File: src/rtl/counter_pkg.sv
// Shared types and constants for the up/down counter command-side driver.
package counter_pkg;

    typedef enum logic [2:0] {
        IDLE = 3'd0,
        LOAD = 3'd1,
        STEP = 3'd2,
        WAIT = 3'd3,
        DONE = 3'd4
    } drv_state_t;

    localparam logic DIR_UP   = 1'b1;
    localparam logic DIR_DOWN = 1'b0;

endpackage

File: src/rtl/counter_driver_pacer.sv
// Step-pacing down-counter: reloaded on every step pulse, counts idle cycles in WAIT.
module counter_driver_pacer #(
    parameter int DIV_W = 8
) (
    input  logic             i_clk,
    input  logic             i_rst,
    input  logic             i_load,
    input  logic [DIV_W-1:0] i_div,
    input  logic             i_tick,
    output logic             o_expired
);

    logic [DIV_W-1:0] cnt_q;

    // Loaded with div-1 so that the last idle cycle is the one where the count reads zero.
    always_ff @(posedge i_clk) begin
        if (i_rst) begin
            cnt_q <= '0;
        end else if (i_load) begin
            cnt_q <= i_div - {{(DIV_W-1){1'b0}}, 1'b1};
        end else if (i_tick && (cnt_q != '0)) begin
            cnt_q <= cnt_q - {{(DIV_W-1){1'b0}}, 1'b1};
        end
    end

    assign o_expired = (cnt_q == '0);

endmodule

File: src/rtl/counter_driver.sv
// Command-side master for an up/down counter: reaches a target by load or by paced shortest-path steps.
module counter_driver
    import counter_pkg::*;
#(
    parameter int N     = 8,
    parameter int DIV_W = 8
) (
    input  logic             i_clk,
    input  logic             i_rst,
    input  logic             i_cmd_valid,
    output logic             o_cmd_ready,
    input  logic [N-1:0]     i_cmd_target,
    input  logic             i_cmd_load,
    input  logic [DIV_W-1:0] i_step_div,
    input  logic             i_abort,
    output logic             o_en,
    output logic             o_load,
    output logic             o_dir,
    output logic [N-1:0]     o_data,
    output logic [N-1:0]     o_pos,
    output logic             o_busy,
    output logic             o_done
);

    drv_state_t       state_q;
    logic [DIV_W-1:0] div_q;
    logic [N:0]       rem_q;
    logic [N-1:0]     pos_q;
    logic [N-1:0]     data_q;
    logic             en_q;
    logic             load_q;
    logic             dir_q;
    logic             busy_q;
    logic             done_q;

    logic [N-1:0]     d_up;
    logic [N:0]       d_up_x;
    logic [N:0]       d_dn_x;
    logic             step_dir;
    logic [N:0]       step_rem;
    logic             pace_expired;

    // Distances carried in N+1 bits so the half-way tie and 2^N - d_up are exact.
    assign d_up     = i_cmd_target - pos_q;
    assign d_up_x   = {1'b0, d_up};
    assign d_dn_x   = {1'b1, {N{1'b0}}} - d_up_x;
    assign step_dir = (d_up_x <= {2'b01, {(N-1){1'b0}}});
    assign step_rem = step_dir ? d_up_x : d_dn_x;

    counter_driver_pacer #(
        .DIV_W (DIV_W)
    ) u_pacer (
        .i_clk     (i_clk),
        .i_rst     (i_rst),
        .i_load    (state_q == STEP),
        .i_div     (div_q),
        .i_tick    (state_q == WAIT),
        .o_expired (pace_expired)
    );

    always_ff @(posedge i_clk) begin
        if (i_rst) begin
            state_q <= IDLE;
            div_q   <= '0;
            rem_q   <= '0;
            pos_q   <= '0;
            data_q  <= '0;
            en_q    <= 1'b0;
            load_q  <= 1'b0;
            dir_q   <= DIR_DOWN;
            busy_q  <= 1'b0;
            done_q  <= 1'b0;
        end else begin
            done_q <= 1'b0;
            case (state_q)
                IDLE: begin
                    if (i_cmd_valid) begin
                        div_q  <= i_step_div;
                        busy_q <= 1'b1;
                        if (i_cmd_load) begin
                            state_q <= LOAD;
                            en_q    <= 1'b1;
                            load_q  <= 1'b1;
                            dir_q   <= DIR_DOWN;
                            data_q  <= i_cmd_target;
                        end else if (d_up == '0) begin
                            state_q <= DONE;
                            done_q  <= 1'b1;
                        end else begin
                            state_q <= STEP;
                            en_q    <= 1'b1;
                            load_q  <= 1'b0;
                            dir_q   <= step_dir;
                            rem_q   <= step_rem;
                        end
                    end
                end
                LOAD: begin
                    pos_q   <= data_q;
                    en_q    <= 1'b0;
                    load_q  <= 1'b0;
                    state_q <= DONE;
                    done_q  <= 1'b1;
                end
                STEP: begin
                    // The pulse on o_en this cycle always lands, so the shadow follows it even on abort.
                    pos_q <= (dir_q == DIR_UP) ? pos_q + N'(1) : pos_q - N'(1);
                    rem_q <= rem_q - (N+1)'(1);
                    if (i_abort) begin
                        en_q    <= 1'b0;
                        busy_q  <= 1'b0;
                        state_q <= IDLE;
                    end else if (rem_q == (N+1)'(1)) begin
                        en_q    <= 1'b0;
                        done_q  <= 1'b1;
                        state_q <= DONE;
                    end else if (div_q != '0) begin
                        en_q    <= 1'b0;
                        state_q <= WAIT;
                    end
                end
                WAIT: begin
                    if (i_abort) begin
                        busy_q  <= 1'b0;
                        state_q <= IDLE;
                    end else if (pace_expired) begin
                        en_q    <= 1'b1;
                        state_q <= STEP;
                    end
                end
                DONE: begin
                    busy_q  <= 1'b0;
                    state_q <= IDLE;
                end
                default: begin
                    en_q    <= 1'b0;
                    load_q  <= 1'b0;
                    busy_q  <= 1'b0;
                    state_q <= IDLE;
                end
            endcase
        end
    end

    assign o_cmd_ready = (state_q == IDLE) && !i_rst;
    assign o_en        = en_q;
    assign o_load      = load_q;
    assign o_dir       = dir_q;
    assign o_data      = data_q;
    assign o_pos       = pos_q;
    assign o_busy      = busy_q;
    assign o_done      = done_q;

endmodule

File: config.mk
export PLATFORM = sky130hd
export DESIGN_NAME = counter_driver
export DESIGN_NICKNAME = d
export VERILOG_FILES = /design/src/rtl/counter_pkg.sv /design/src/rtl/counter_driver_pacer.sv /design/src/rtl/counter_driver.sv
export SDC_FILE = /design/constraint.sdc
export NUM_CORES = 1
export LEC_CHECK = 0
export CORE_ASPECT_RATIO = 0.9
export CORE_MARGIN = 3
export CORE_UTILIZATION = 30
export DETAILED_ROUTE_END_ITERATION = 12
export PLACE_DENSITY_LB_ADDON = 0.05
export SLEW_MARGIN = 30
export SYNTH_ARGS = -nofsm -noshare
export SYNTH_HDL_FRONTEND = slang
export SYNTH_SLANG_ARGS = --single-unit
File: constraint.sdc
create_clock -name i_clk -period 2.8 [get_ports i_clk]
set_input_delay 0.7 -clock i_clk [delete_from_list [all_inputs] [get_ports i_clk]]
set_output_delay 0.7 -clock i_clk [all_outputs]
set_load 0.1 [all_outputs]
[Yosys cells after proc, flatten, opt, wreduce, memory -nomap -nowiden]
Index checks and enable logic that the tools add are counted.
Widths: inputs -> output; s select.
Cells by class
  multiplexer cells: 42
  magnitude comparators: 1
  equal/unequal tests: 15
  bitwise gates (word level): 3
  reduce and logical (&&, ||, !) cells: 21
  add/subtract/negate cells: 7
Operators with widths (number)
  $mux 9: 4
  $mux 3: 8
  $mux 8: 3
  $sub 8x1->8 const B: 3
  $mux 1: 20
  $pmux 9 s2: 1
  $logic_not 8->1: 2
  $pmux 8 s2: 1
  $reduce_bool 8->1: 2
  $reduce_and 3->1: 5
  $ne 2x2->1 const B: 6
  $pmux 3 s4: 1
  $eq 9x1->1 const B: 1
  $sub 9x1->9 const B: 1
  $sub 9x8->9 const A: 1
  $add 8x1->8 const B: 1
  $le 8x8->1 const B: 1
  $sub 8x8->8: 1
  $eq 3x2->1 const B: 2
  $ne 3x3->1 const B: 2
  $pmux 1 s3: 2
  $reduce_and 6->1: 1
  $reduce_bool 2->1: 3
  $ne 4x4->1 const B: 1
  other kinds (13): 16
Storage, ports and cells
  flip-flop bits (word level): 49
  bits of input ports: 21
  output and inout port bits: 22
  logic and storage cells: 100

[Longest topological paths before layout]
Gate-level depths: netlist of run 1.
  depth in word-level cells: 7
  depth in mapped cells: 12
  depth with buffers taken out: 10

[By module]
A second synthesis of run 1 with hierarchy kept.
Second synthesis, totals
  cell total of the unflattened synthesis: 440
  area, all modules: 3419.5 µm²
By module, submodules not included
  counter_driver: cells an instance 355, area an instance 2747.6 µm², sequential area each 820.8 µm², times used 1
  counter_driver_pacer: cells an instance 85, area an instance 671.9 µm², sequential area each 160.2 µm², times used 1

[Worst setup path before layout of run 1]
OpenSTA, ideal clock, no wires.
  path kind: input-to-output
  from: input port i_rst
  to: output port o_cmd_ready
  slack: -1.793 ns
  stages: 3
  data required time: 2.100 ns
  arrival: 3.893 ns
  buffers on the path: 2
  path through: clkbuf_1 -> clkbuf_1 -> nor4_1
On the way
  cells in the longest elaborated chain, start to end: 2
RTL lines
  start: declaration: line counter_driver.sv:9  | input logic i_rst,
  $logic_not 1->1: line counter_driver.sv:145  | assign o_cmd_ready = (state_q == IDLE) && !i_rst;
  $logic_and 1x1->1: line counter_driver.sv:145
  end: declaration: line counter_driver.sv:11  | output logic o_cmd_ready,
No other way between the ends.

[Final worst setup path of run 1]
  from: input port i_cmd_target[5]
  to: register rem_q[4]
On the way
  cells in the longest elaborated chain, start to end: 7
  elaborated cells on any way between the ends: 10
  classes of those cells: add/sub (1); order compare (1); eq/ne (1); mux (5); reduce/logical (2)
RTL lines
  start: declaration: line counter_driver.sv:12  | input logic [N-1:0] i_cmd_target,
  $sub 8x8->8 (*): line counter_driver.sv:44  | assign d_up = i_cmd_target - pos_q;
  $le 8x8->1: line counter_driver.sv:47  | assign step_dir = (d_up_x <= {2'b01, {(N-1){1'b0}}});
  $mux 9: line counter_driver.sv:48  | assign step_rem = step_dir ? d_up_x : d_dn_x;
  $mux 9: line counter_driver.sv:86  | end else if (d_up == '0) begin
  $mux 9: line counter_driver.sv:80  | if (i_cmd_load) begin
  $mux 9: line counter_driver.sv:77  | if (i_cmd_valid) begin
  $pmux 9 s2: line counter_driver.sv:75  | case (state_q)
  end signal: assignment: line counter_driver.sv:94  | rem_q <= step_rem;
  end signal: assignment: line counter_driver.sv:108  | rem_q <= rem_q - (N+1)'(1);
  end: declaration: line counter_driver.sv:27  | logic [N:0] rem_q;
Mark *: on every way between the ends. The rest lies on a longest branch, timed or not. The select of a mux whose other input is x is not followed.
A chain may end at the register's enable or synchronous reset.

==> results of run 1 <==
-- registers in the layout, indices dropped and copies added (netlist names) --
name and count:
rem_q 9, div_q 8, o_data 8, o_pos 8
u_pacer.cnt_q 8, state_q 3, o_busy 1, o_dir 1
o_done 1, o_en 1, o_load 1
-- power groups by stage --
stage | Combinational, W | Clock (W) | Sequential (W)
floorplan | 0.000644 | 0 | 0.000990
global placement | 0.00122 | 0 | 0.000851
detailed placement | 0.00122 | 0 | 0.000851
CTS | 0.00125 | 0.000732 | 0.000836
global route | 0.00142 | 0.000758 | 0.000848
finish | 0.00130 | 0.000719 | 0.000837
-- placed cells by master (no fill, tap or decap), types with 3 or more instances in the layout --
master           count
nand3_1              6
nor2_1              33
and2_1               3
nor3_1              20
ha_4                 8
o21a_1               4
nor3_2               3
or3_1                4
nor3_4               3
o211ai_1             4
a31oi_1              7
o31ai_1              4
ha_1                10
a211oi_1            19
o21ai_0             12
buf_4               92
dfxtp_2              5
dfxtp_1             41
clkbuf_16            5
clkdlybuf4s50_1     12
o21ai_1              4
inv_1               19
a21oi_1             41
and3_1               5
nand2_1             54
xnor2_1             10
or3b_2               3
xor2_1              12
mux2i_1              4
dfxtp_4              3
buf_12               3
-- how the worst max path moves through the flow --
| stage | startpoint | end | slack (ns) | cells past startpoint |
|---|---|---|---|---|
| 6_report | i_cmd_target[5] | rem_q[4]$_SDFFE_PP0P_ | -0.01 | 9 |
| 5_1_grt | i_cmd_target[2] | rem_q[4]$_SDFFE_PP0P_ | -0.09 | 11 |
| 4_1_cts | i_cmd_target[0] | o_dir$_SDFFE_PP0P_ | -0.04 | 13 |
| 2_1_floorplan | o_pos[1]$_SDFFE_PP0P_ | rem_q[7]$_SDFFE_PP0P_ | -0.13 | 9 |
| 3_3_place_gp | i_cmd_target[0] | rem_q[7]$_SDFFE_PP0P_ | -0.82 | 14 |
| 3_5_place_dp | i_cmd_target[0] | rem_q[7]$_SDFFE_PP0P_ | -0.84 | 14 |
-- worst min-delay path, stage by stage, from the launching register on --
cell and delay (ns):
dfxtp_1 0.33, nand2_1 0.06, a21oi_1 0.05
-- logic make-up after synthesis --
| kind of cell | count (synthesis) |
|---|---|
| AOI/OAI and AO/OA | 128 |
| xor gates and xnor gates | 25 |
| adders and majority gates | 20 |
| buffers and inverters | 42 |
| DFF | 49 |
| muxes | 4 |
| and+or+nand+nor | 161 |
-- stage by stage --
| stage | cells | setup TNS, ns |
|---|---|---|
| 3_3_place_gp | 669 | -10.88 |
| 3_5_place_dp | 669 | -11.34 |
| 6_report | 684 | -0.0123 |
| 2_1_floorplan | 429 | -0.498 |
| 4_1_cts | 681 | -0.0965 |
| 5_1_grt | 684 | -0.423 |
-- cell type report --
class,count,area (sq um),area share
Clock buffer,6,129,0.0263
Clock inverter,2,38.8,0.00792
Tap cell,152,190,0.0388
Inverter,21,91.3,0.0187
Multi-Input combinational cell,338,2500,0.511
Timing Repair Buffer,116,947,0.193
Sequential cell,49,998,0.204
-- what timing repair did --
action                                  in CTS  in global routing
resized for setup                           24                 28
setup buffers                                4                  4
endpoints found under the setup margin      15                 15
pin swaps                                   16                 17
hold buffers                                 0                  0
-- routing by layer --
layer	GRT usage	up-vias	wire (um)
met3	0.0280	10	325
met5	0	-	0
met4	0.0418	0	123
met1	0.233	1629	5200
met2	0.273	54	4940
li1	-	1763	-
==> results by group, run 1 <==
Routing
  – Vias/cell: around 5.1
  – Wire length per cell: between 15 and 20 um
  – DRC: 0
  – Pre-antenna DRT Iters: 4
  – DR iter-0 viols: 175
  – Post-route antenna net violation count: 0
  – Final wirelength: roughly 11000 um
  – Via count: approximately 3500

Floorplanning
  – Initial core utilization: 0.310
  – Die Area: between 10000 and 15000 sq um
  – I/O pins: 43
  – Die span in y: between 100 and 150 um
  – Core ar.: 10900 sq um
  – Site Rows: 36
  – Die X: ~120 um

STA
  – WHS: 0.481 ns
  – Max-slew violations: 0
  – Setup-failing EPs final: 2
  – Min cycle time layout: 2.81 ns
  – Crit path setup slack, layout: -0.0118 ns
  – Max_slew headroom: 0.584
  – RSZ-0062 raised after global routing: true
  – Final period util: 1.00
  – Layout Skew: around 0.0060 ns
  – Peak Freq: 0.356 GHz
  – Final Hold Fails: 0
  – Actual slew at the worst max-slew pin: 0.622 ns

Yosys
  – Sequential area share after synthesis: 0.289
  – Syn_nets: 470
  – Most instantiated cells after synthesis: nand2_1, dfxtp_1, a21oi_1
  – Mux share of post-synthesis cell area: 0.0118
  – Mapped cell area: around 3400 sq um
  – Share of flip-flops with an asynchronous set or reset: 0
  – Post-synth EDFFs: 0
  – Main synth FF type: dfxtp_1
  – Avg Cell Area, Syn: roughly 8 sq um
  – #FFs+latches synth: 49
  – Cells after synthesis: 429
  – Synth area leader: dfxtp_1
  – Post-Synth Adder-Cell Area: 0.0782
  – Simple-Gate Fraction of Synth Area: 0.242
  – Yosys synthesis warning count: 0
  – Largest family of logic cells by synthesized area: compound AO/OA/AOI/OAI gates
  – Most common cell in the synthesized netlist: nand2_1
  – Share of the synthesized area in the top cell type: 0.289
  – Synth top area cells: dfxtp_1, ha_1, nand2_1
  – Synth Area in XOR/XNOR: 0.0668
  – Unique masters post-synth: 70
  – Complex-gate fraction of the synthesized area: 0.264

Setup path
  – CP arrival: about 3.0 ns
  – Crit-path cells: dlygate4sd2_1 > ha_4 > or3_4 > a2111o_4 > buf_6 > nor4_4 > buf_4 > or2_4 > o41ai_2
  – R2R setup slack: approximately 0.05 ns
  – Max FO, Critical Path: 5
  – Top delay family on crit path: simple AND/OR/NAND/NOR gates
  – Cell count of the worst reg-to-reg path: 11
  – CP bufs+invs: 3
  – Crit. End Element: flip-flop
  – Worst path slowest cell: a2111o_4
  – RR Endpoint: rem_q[4]$_SDFFE_PP0P_
  – CP max stage delay: about 0.52 ns
  – CP startpoint kind: input pin
  – Critical R2R Launch: o_pos[4]$_SDFFE_PP0P_
  – Setup CP Type: input pin to flip-flop
  – WP data required: slightly below 3 ns

Pwr
  – Tot Pwr: between 0.002 and 0.003 W
  – PwrDens: just under 600 nW/um^2
  – Seq pwr share: 0.293
  – Cell Int Power: roughly 0.0017 W
  – VDD IR max: approximately 0.00024 V
  – Logic pwr share: 0.455
  – Switching power: roughly 0.0011 W
  – Switching share of power: 0.387
  – Part of the power in the clock network: 0.252
  – Static leakage: approximately 2 nW

Global routing
  – Vias in the first global route: approximately 3400
  – Antenna violations before repair: 0
  – Largest net degree at the start of global routing: 37
  – GRT Total Usage: 0.168
  – GRT overflow: 0
  – First-pass GRT wire length: about 17000 um

Clocking
  – CTS tree: yes
  – Clock transition at the registers of the reported paths: roughly 0.070 ns
  – CTS max path bufs: 2
  – Clk_lat worst skew: about 0.3 ns
  – CTS H-Tree Depth: 2
  – Clock sink count: 49
  – CTS buffer count: 5
  – Clock Tree Root: clkbuf_16

Status
  – Failing checks: negative setup slack
  – Status: complete, but fails checks

Place
  – DP Worst Slack: -0.836 ns
  – Area after DPL: ~4500 sq um
  – I/O Buffers: between 40 and 50
  – GP Congestion: slightly above 0.8
  – Dpl hpwl: about 8000 um

Min path
  – Worst min-delay path class: flip-flop to flip-flop
  – Hold Path End: div_q[6]$_SDFFE_PP0P_
  – Min-delay src: div_q[6]$_SDFFE_PP0P_
  – WHS Path Cells: 2

Layout
  – Fillers: approximately 1100
  – Ant. Diodes: 0
  – Fraction of layout cells with a size suffix above 1: 0.312
  – Area Growth Syn to Fin: 44.4%
  – Finished Cell Area: 4900 sq um
  – Fin nets: around 570
  – Final core occ: 0.447

Flow run
  – Total of max-cap violations: 0
No activity file was read; power rests on OpenSTA's default activity.
==> run 2, diff against run 1 <==
Settings changed: CORE_UTILIZATION 30 to 51, SYNTH_HIERARCHICAL set to 1, TNS_END_PERCENT set to 50.
==> results by group, run 2 <==
Yosys
  – Main synth FF type: dfxtp_1
  – Most instantiated cells after synthesis: nand2_1, dfxtp_1, a21oi_1
  – Share of flip-flops with an asynchronous set or reset: 0
  – Syn_nets: just under 500
  – #FFs+latches synth: 49
  – Most common cell in the synthesized netlist: nand2_1
  – Post-synth EDFFs: 0
  – Synth area leader: dfxtp_1
  – Yosys synthesis warning count: 6
  – Cells after synthesis: between 400 and 500
  – Unique masters post-synth: between 70 and 80
  – Sequential area share after synthesis: 0.287
  – Synth top area cells: dfxtp_1, ha_1, a21oi_1
  – Avg Cell Area, Syn: between 7 and 8 sq um
  – Mapped cell area: about 3400 sq um
  – Share of the synthesized area in the top cell type: 0.287

Pwr
  – PwrDens: about 650 nW/um^2
  – VDD IR max: approximately 0.00038 V
  – Static leakage: approximately 1.8 nW

STA
  – Final Hold Fails: 0
  – Layout Skew: roughly 0.010 ns
  – Final period util: 1.07
  – Actual slew at the worst max-slew pin: a little under 0.7 ns
  – WHS: 0.476 ns
  – Min cycle time layout: 3.00 ns
  – Peak Freq: ~0.33 GHz
  – Max_slew headroom: 0.547
  – RSZ-0062 raised after global routing: true
  – Max-slew violations: 0
  – Crit path setup slack, layout: -0.200 ns
  – Setup-failing EPs final: 13

Clocking
  – Clock Tree Root: clkbuf_8
  – CTS max path bufs: 2
  – Hold-fix buffers, CTS: 0
  – Clock sink count: ~50
  – CTS buffer count: 5
  – CTS H-Tree Depth: 2
  – Clock transition at the registers of the reported paths: ~0.09 ns
  – CTS tree: yes
  – Clk_lat worst skew: between 0.3 and 0.4 ns

Floorplanning
  – Die X: ~92 um
  – Die Area: 7720 sq um
  – Initial core utilization: 0.541
  – Core ar.: roughly 6300 sq um
  – Site Rows: 27
  – Die span in y: around 84 um
  – I/O pins: 43

Setup path
  – Critical R2R Launch: o_pos[0]$_SDFFE_PP0P_
  – Setup CP Type: input pin to flip-flop
  – WP data required: slightly above 3 ns
  – R2R setup slack: -0.11 ns
  – Cell count of the worst reg-to-reg path: 12
  – RR Endpoint: rem_q[8]$_SDFFE_PP0P_
  – Crit. End Element: flip-flop
  – Max FO, Critical Path: 4
  – CP startpoint kind: input pin
  – CP arrival: 3.22 ns

Layout
  – Fin nets: between 500 and 600
  – Most flop-heavy register: rem_q
  – Ant. Diodes: 0
  – Multi-input logic area: approximately 2600 sq um
  – Fraction of layout cells with a size suffix above 1: 0.270
  – Max FFs per register: 9
  – Most common cell after layout, fill and taps aside: buf_4
  – Area Growth Syn to Fin: 37.3%
  – Flip-flop and latch area: ~1000 sq um
  – Most frequent cells in the layout: buf_4, nand2_1, a21oi_1
  – Final core occ: 0.743
  – Non-Filler Instances: approximately 610
  – Fillers: 482

Place
  – Placed insts: slightly below 600
  – GP Congestion: 0.903
  – DP Worst Slack: -0.835 ns
  – I/O Buffers: 42
  – Dpl hpwl: ~7300 um

Min path
  – Hold Path End: o_en$_SDFFE_PP0P_
  – WHS Path Cells: 1
  – Min-delay src: o_en$_SDFFE_PP0P_
  – Worst min-delay path class: flip-flop to flip-flop

Routing
  – Pre-antenna DRT Iters: 5
  – DRC: 0
  – Post-route antenna net violation count: 0
  – Via count: about 3600
  – Wire length per cell: approximately 17 um
  – DR iter-0 viols: 201
  – Vias/cell: about 6
  – Final wirelength: between 10000 and 15000 um

Global routing
  – GRT overflow: 0
  – GRT Total Usage: 0.258
  – Antenna violations before repair: 0
  – First-pass GRT wire length: 16400 um
  – Largest net degree at the start of global routing: 48
  – Vias in the first global route: 3385

Status
  – Status: complete, but fails checks
  – Failing checks: negative setup slack

Flow run
  – Total of max-cap violations: 0
-- run 2: cell count changes after synthesis, sizes merged, moves of 3 or more --
| cell | delta |
|---|---|
| nand2b | +5 |
| nor3b | +4 |
| inv | +5 |
| xor2 | -9 |
| nand2 | -6 |
| nand3 | -4 |
| nor4 | +3 |
| nand3b | +3 |
| nor3 | -6 |
| nor2 | +8 |
| a2111oi | +5 |
-- run 2: where the power goes --
part / leakage [nW] / internal [W] / total, W / switching (W)
sequential: 0.406 / 0.000785 / 0.000890 / 0.000105
clock: 0.0478 / 0.000204 / 0.000460 / 0.000256
combinational: 1.38 / 0.000679 / 0.00169 / 0.00101
total: 1.84 / 0.00167 / 0.00304 / 0.00137
-- run 2: layer usage --
metal,GRT usage,wire [um]
met5,0,0
met1,0.364,4800
met3,0.0370,447
met2,0.411,4820
met4,0.0648,150
-- run 2: worst max-delay path by stage --
stage,to,cells past startpoint,slack [ns],startpoint
finish,rem_q[8]$_SDFFE_PP0P_,14,-0.20,i_cmd_target[0]
floorplan,u_pacer/cnt_q[6]$_SDFFE_PP0P_,14,-0.20,state_q[1]$_SDFFE_PP0P_
global route,rem_q[8]$_SDFFE_PP0P_,14,-0.30,i_cmd_target[0]
detailed placement,o_done$_SDFF_PP0_,13,-0.84,i_cmd_target[0]
CTS,o_dir$_SDFFE_PP0P_,14,-0.24,i_cmd_target[0]
global placement,o_done$_SDFF_PP0_,13,-0.76,i_cmd_target[0]
-- run 2: through the flow --
stage | cell area (sq um) | TNS, ns | total power, W
after global routing | 4690 | -3.20 | 0.00323
after floorplan | 3560 | -0.864 | 0.00196
final | 4690 | -1.65 | 0.00304
after CTS | 4510 | -2.25 | 0.00293
after detailed placement | 4290 | -11.51 | 0.00241
after global placement | 4290 | -10.64 | 0.00238
-- run 2: worst max-delay path: stages --
cell and delay (ns):
buf_12 0.11, inv_12 0.04, ha_4 0.11, inv_2 0.03, fa_2 0.36, buf_6 0.14
a211oi_4 0.23, or4b_4 0.18, o2111ai_4 0.12, buf_6 0.16, a2111oi_4 0.45, a31oi_2 0.19
buf_4 0.18, a311oi_2 0.22
-- run 2: final cells by class --
cell class	count	area share
clock inverter	2	0.00346
inverter	26	0.0235
sequential	49	0.214
timing repair buffer	95	0.172
clock buffer	6	0.0176
tap	87	0.0232
multi-input combinational	347	0.547
-- run 2: cell families (layout without fill, tap and decap cells) --
logic type               after synthesis  in the layout  synth area share
multiplexers                           7              7            0.0209
AND/OR/NAND/NOR                      170            170             0.252
flip-flops                            49             49             0.287
buffers and inverters                 44            129            0.0490
AO/OA/AOI/OAI                        136            136             0.278
XOR/XNOR                              14             14            0.0359
adder cells (fa/ha/maj)               20             20            0.0776
-- run 2: repair_timing --
action | CTS | global route
setup endpoints to repair | 15 | 18
pin swaps | 15 | 20
resized for setup | 28 | 30
setup buffers | 4 | 7
==> run 3, diff against run 2 <==
Settings changed: SKIP_CTS_REPAIR_TIMING set to 1.
==> results by group, run 3 (same netlist as run 2, synthesis figures left out) <==
Status
  – Status: complete, but fails checks
  – Failing checks: negative setup slack

Place
  – Area after DPL: around 4300 sq um
  – GP Congestion: 0.903
  – Dpl hpwl: about 7300 um
  – I/O Buffers: between 40 and 50
  – Placed insts: just under 600

Pwr
  – Static leakage: ~1.8 nW
  – VDD IR max: approximately 0.00038 V
  – PwrDens: around 650 nW/um^2
  – Tot Pwr: 0.00297 W

Routing
  – Via count: ~3500
  – Wire length per cell: roughly 16 um
  – Post-route antenna net violation count: 0
  – DRC: 0
  – Pre-antenna DRT Iters: 4
  – Vias/cell: just under 6
  – Final wirelength: 9800 um
  – DR iter-0 viols: between 150 and 200

Setup path
  – Setup CP Type: input pin to flip-flop
  – CP max stage delay: around 0.46 ns
  – Top delay family on crit path: compound AO/OA/AOI/OAI gates
  – Most Frequent Cell on Critical Path: buf_6
  – CP bufs+invs: 5
  – CP startpoint kind: input pin
  – Max FO, Critical Path: 5
  – WP data required: ~3.0 ns
  – CP arrival: about 3.3 ns
  – Crit-path cells: buf_6 > buf_6 > inv_12 > ha_4 > inv_2 > fa_2 > xor2_2 > a2111oi_4 > o32ai_4 > a2111o_1 > nor2_4 > buf_6 > nor3_2 > o31a_1
  – Crit. End Element: flip-flop
  – Worst path slowest cell: a2111o_1

Clocking
  – CTS tree: yes
  – Clock Tree Root: clkbuf_8
  – CTS max path bufs: 2
  – CTS H-Tree Depth: 2
  – Clk_lat worst skew: a little over 0.3 ns
  – CTS buffer count: 5
  – Clock sink count: slightly below 50
  – Clock transition at the registers of the reported paths: 0.09 ns

STA
  – RSZ-0062 raised after global routing: true
  – Min cycle time layout: 3.14 ns
  – Final period util: 1.12
  – Crit path setup slack, layout: -0.343 ns
  – Final Hold Fails: 0
  – Layout Skew: 0.0132 ns
  – Max-slew violations: 0
  – Actual slew at the worst max-slew pin: roughly 0.54 ns
  – Peak Freq: between 0.3 and 0.4 GHz
  – Max_slew headroom: 0.640
  – Setup TNS Final: -2.91 ns
  – Setup-failing EPs final: 15

Floorplanning
  – Site Rows: 27
  – Core ar.: 6320 sq um
  – Die X: 92.3 um
  – Die span in y: approximately 84 um
  – I/O pins: 43
  – Initial core utilization: 0.541
  – Die Area: 7720 sq um

Layout
  – Flip-flop and latch area: 1000 sq um
  – Max FFs per register: 9
  – Fillers: 501
  – Most flop-heavy register: rem_q
  – Fin nets: about 560
  – Non-Filler Instances: between 600 and 700
  – Final core occ: 0.722
  – Area Growth Syn to Fin: 33.3%
  – Most frequent cells in the layout: buf_4, nand2_1, a21oi_1, dfxtp_1, nor2_1
  – Multi-input logic area: 2500 sq um
  – Finished Cell Area: ~4600 sq um
  – Most common cell after layout, fill and taps aside: buf_4
  – Ant. Diodes: 0
  – Fraction of layout cells with a size suffix above 1: 0.247

Global routing
  – First-pass GRT wire length: around 16000 um
  – Vias in the first global route: around 3300
  – GRT overflow: 0
  – GRT Total Usage: 0.250
  – Antenna violations before repair: 0
  – Largest net degree at the start of global routing: 48

Min path
  – Worst min-delay path class: flip-flop to flip-flop

Flow run
  – Total of max-cap violations: 0
## run 3: cell types whose count changed in the layout (fill, tap and decap cells not counted), sizes merged
| cell | change |
|---|---|
| clkdlybuf4s50 | +1 |
| dlymetal6s2s | +3 |
| buf | -7 |
| clkdlybuf4s15 | -2 |
| clkbuf | -1 |
| dlygate4sd2 | -1 |
## run 3: layer usage
metal	track usage	share of wire	vias up	routed length, um
li1	-	-	1776	-
met1	0.356	0.49	1664	4840
met2	0.395	0.47	65	4590
met3	0.0370	0.031	8	305
met4	0.0621	0.0068	0	67
met5	0	0	-	0
## run 3: cell type report
cell class              count  area share
multi-input cells         347       0.549
clock buffers               6      0.0181
flip-flops and latches     49       0.220
clock inverters             2     0.00357
inverters                  26      0.0241
repair buffers             88       0.162
well taps                  87      0.0239
## run 3: path summary, 6_finish.rpt
check	startpoint	to	slack, ns	cells past startpoint
worst max-delay path	i_cmd_target[0]	state_q[1]$_SDFFE_PP0P_	-0.34	14
worst min register to register	o_en$_SDFFE_PP0P_	o_en$_SDFFE_PP0P_	0.48	1
worst max register to register	o_pos[0]$_SDFFE_PP0P_	state_q[1]$_SDFFE_PP0P_	-0.14	11
worst min-delay path	o_en$_SDFFE_PP0P_	o_en$_SDFFE_PP0P_	0.48	1
## run 3: through the flow
stage	setup WS [ns]	hold WS, ns
final	-0.343	0.477
after detailed placement	-0.835	0.458
after global routing	-0.444	0.515
after CTS	-0.523	0.481
after global placement	-0.764	0.451
after floorplan	-0.202	0.442
## run 3: power by group
part           switching, W  internal [W]
combinational      0.000975      0.000650
sequential         0.000103      0.000785
clock              0.000254      0.000204
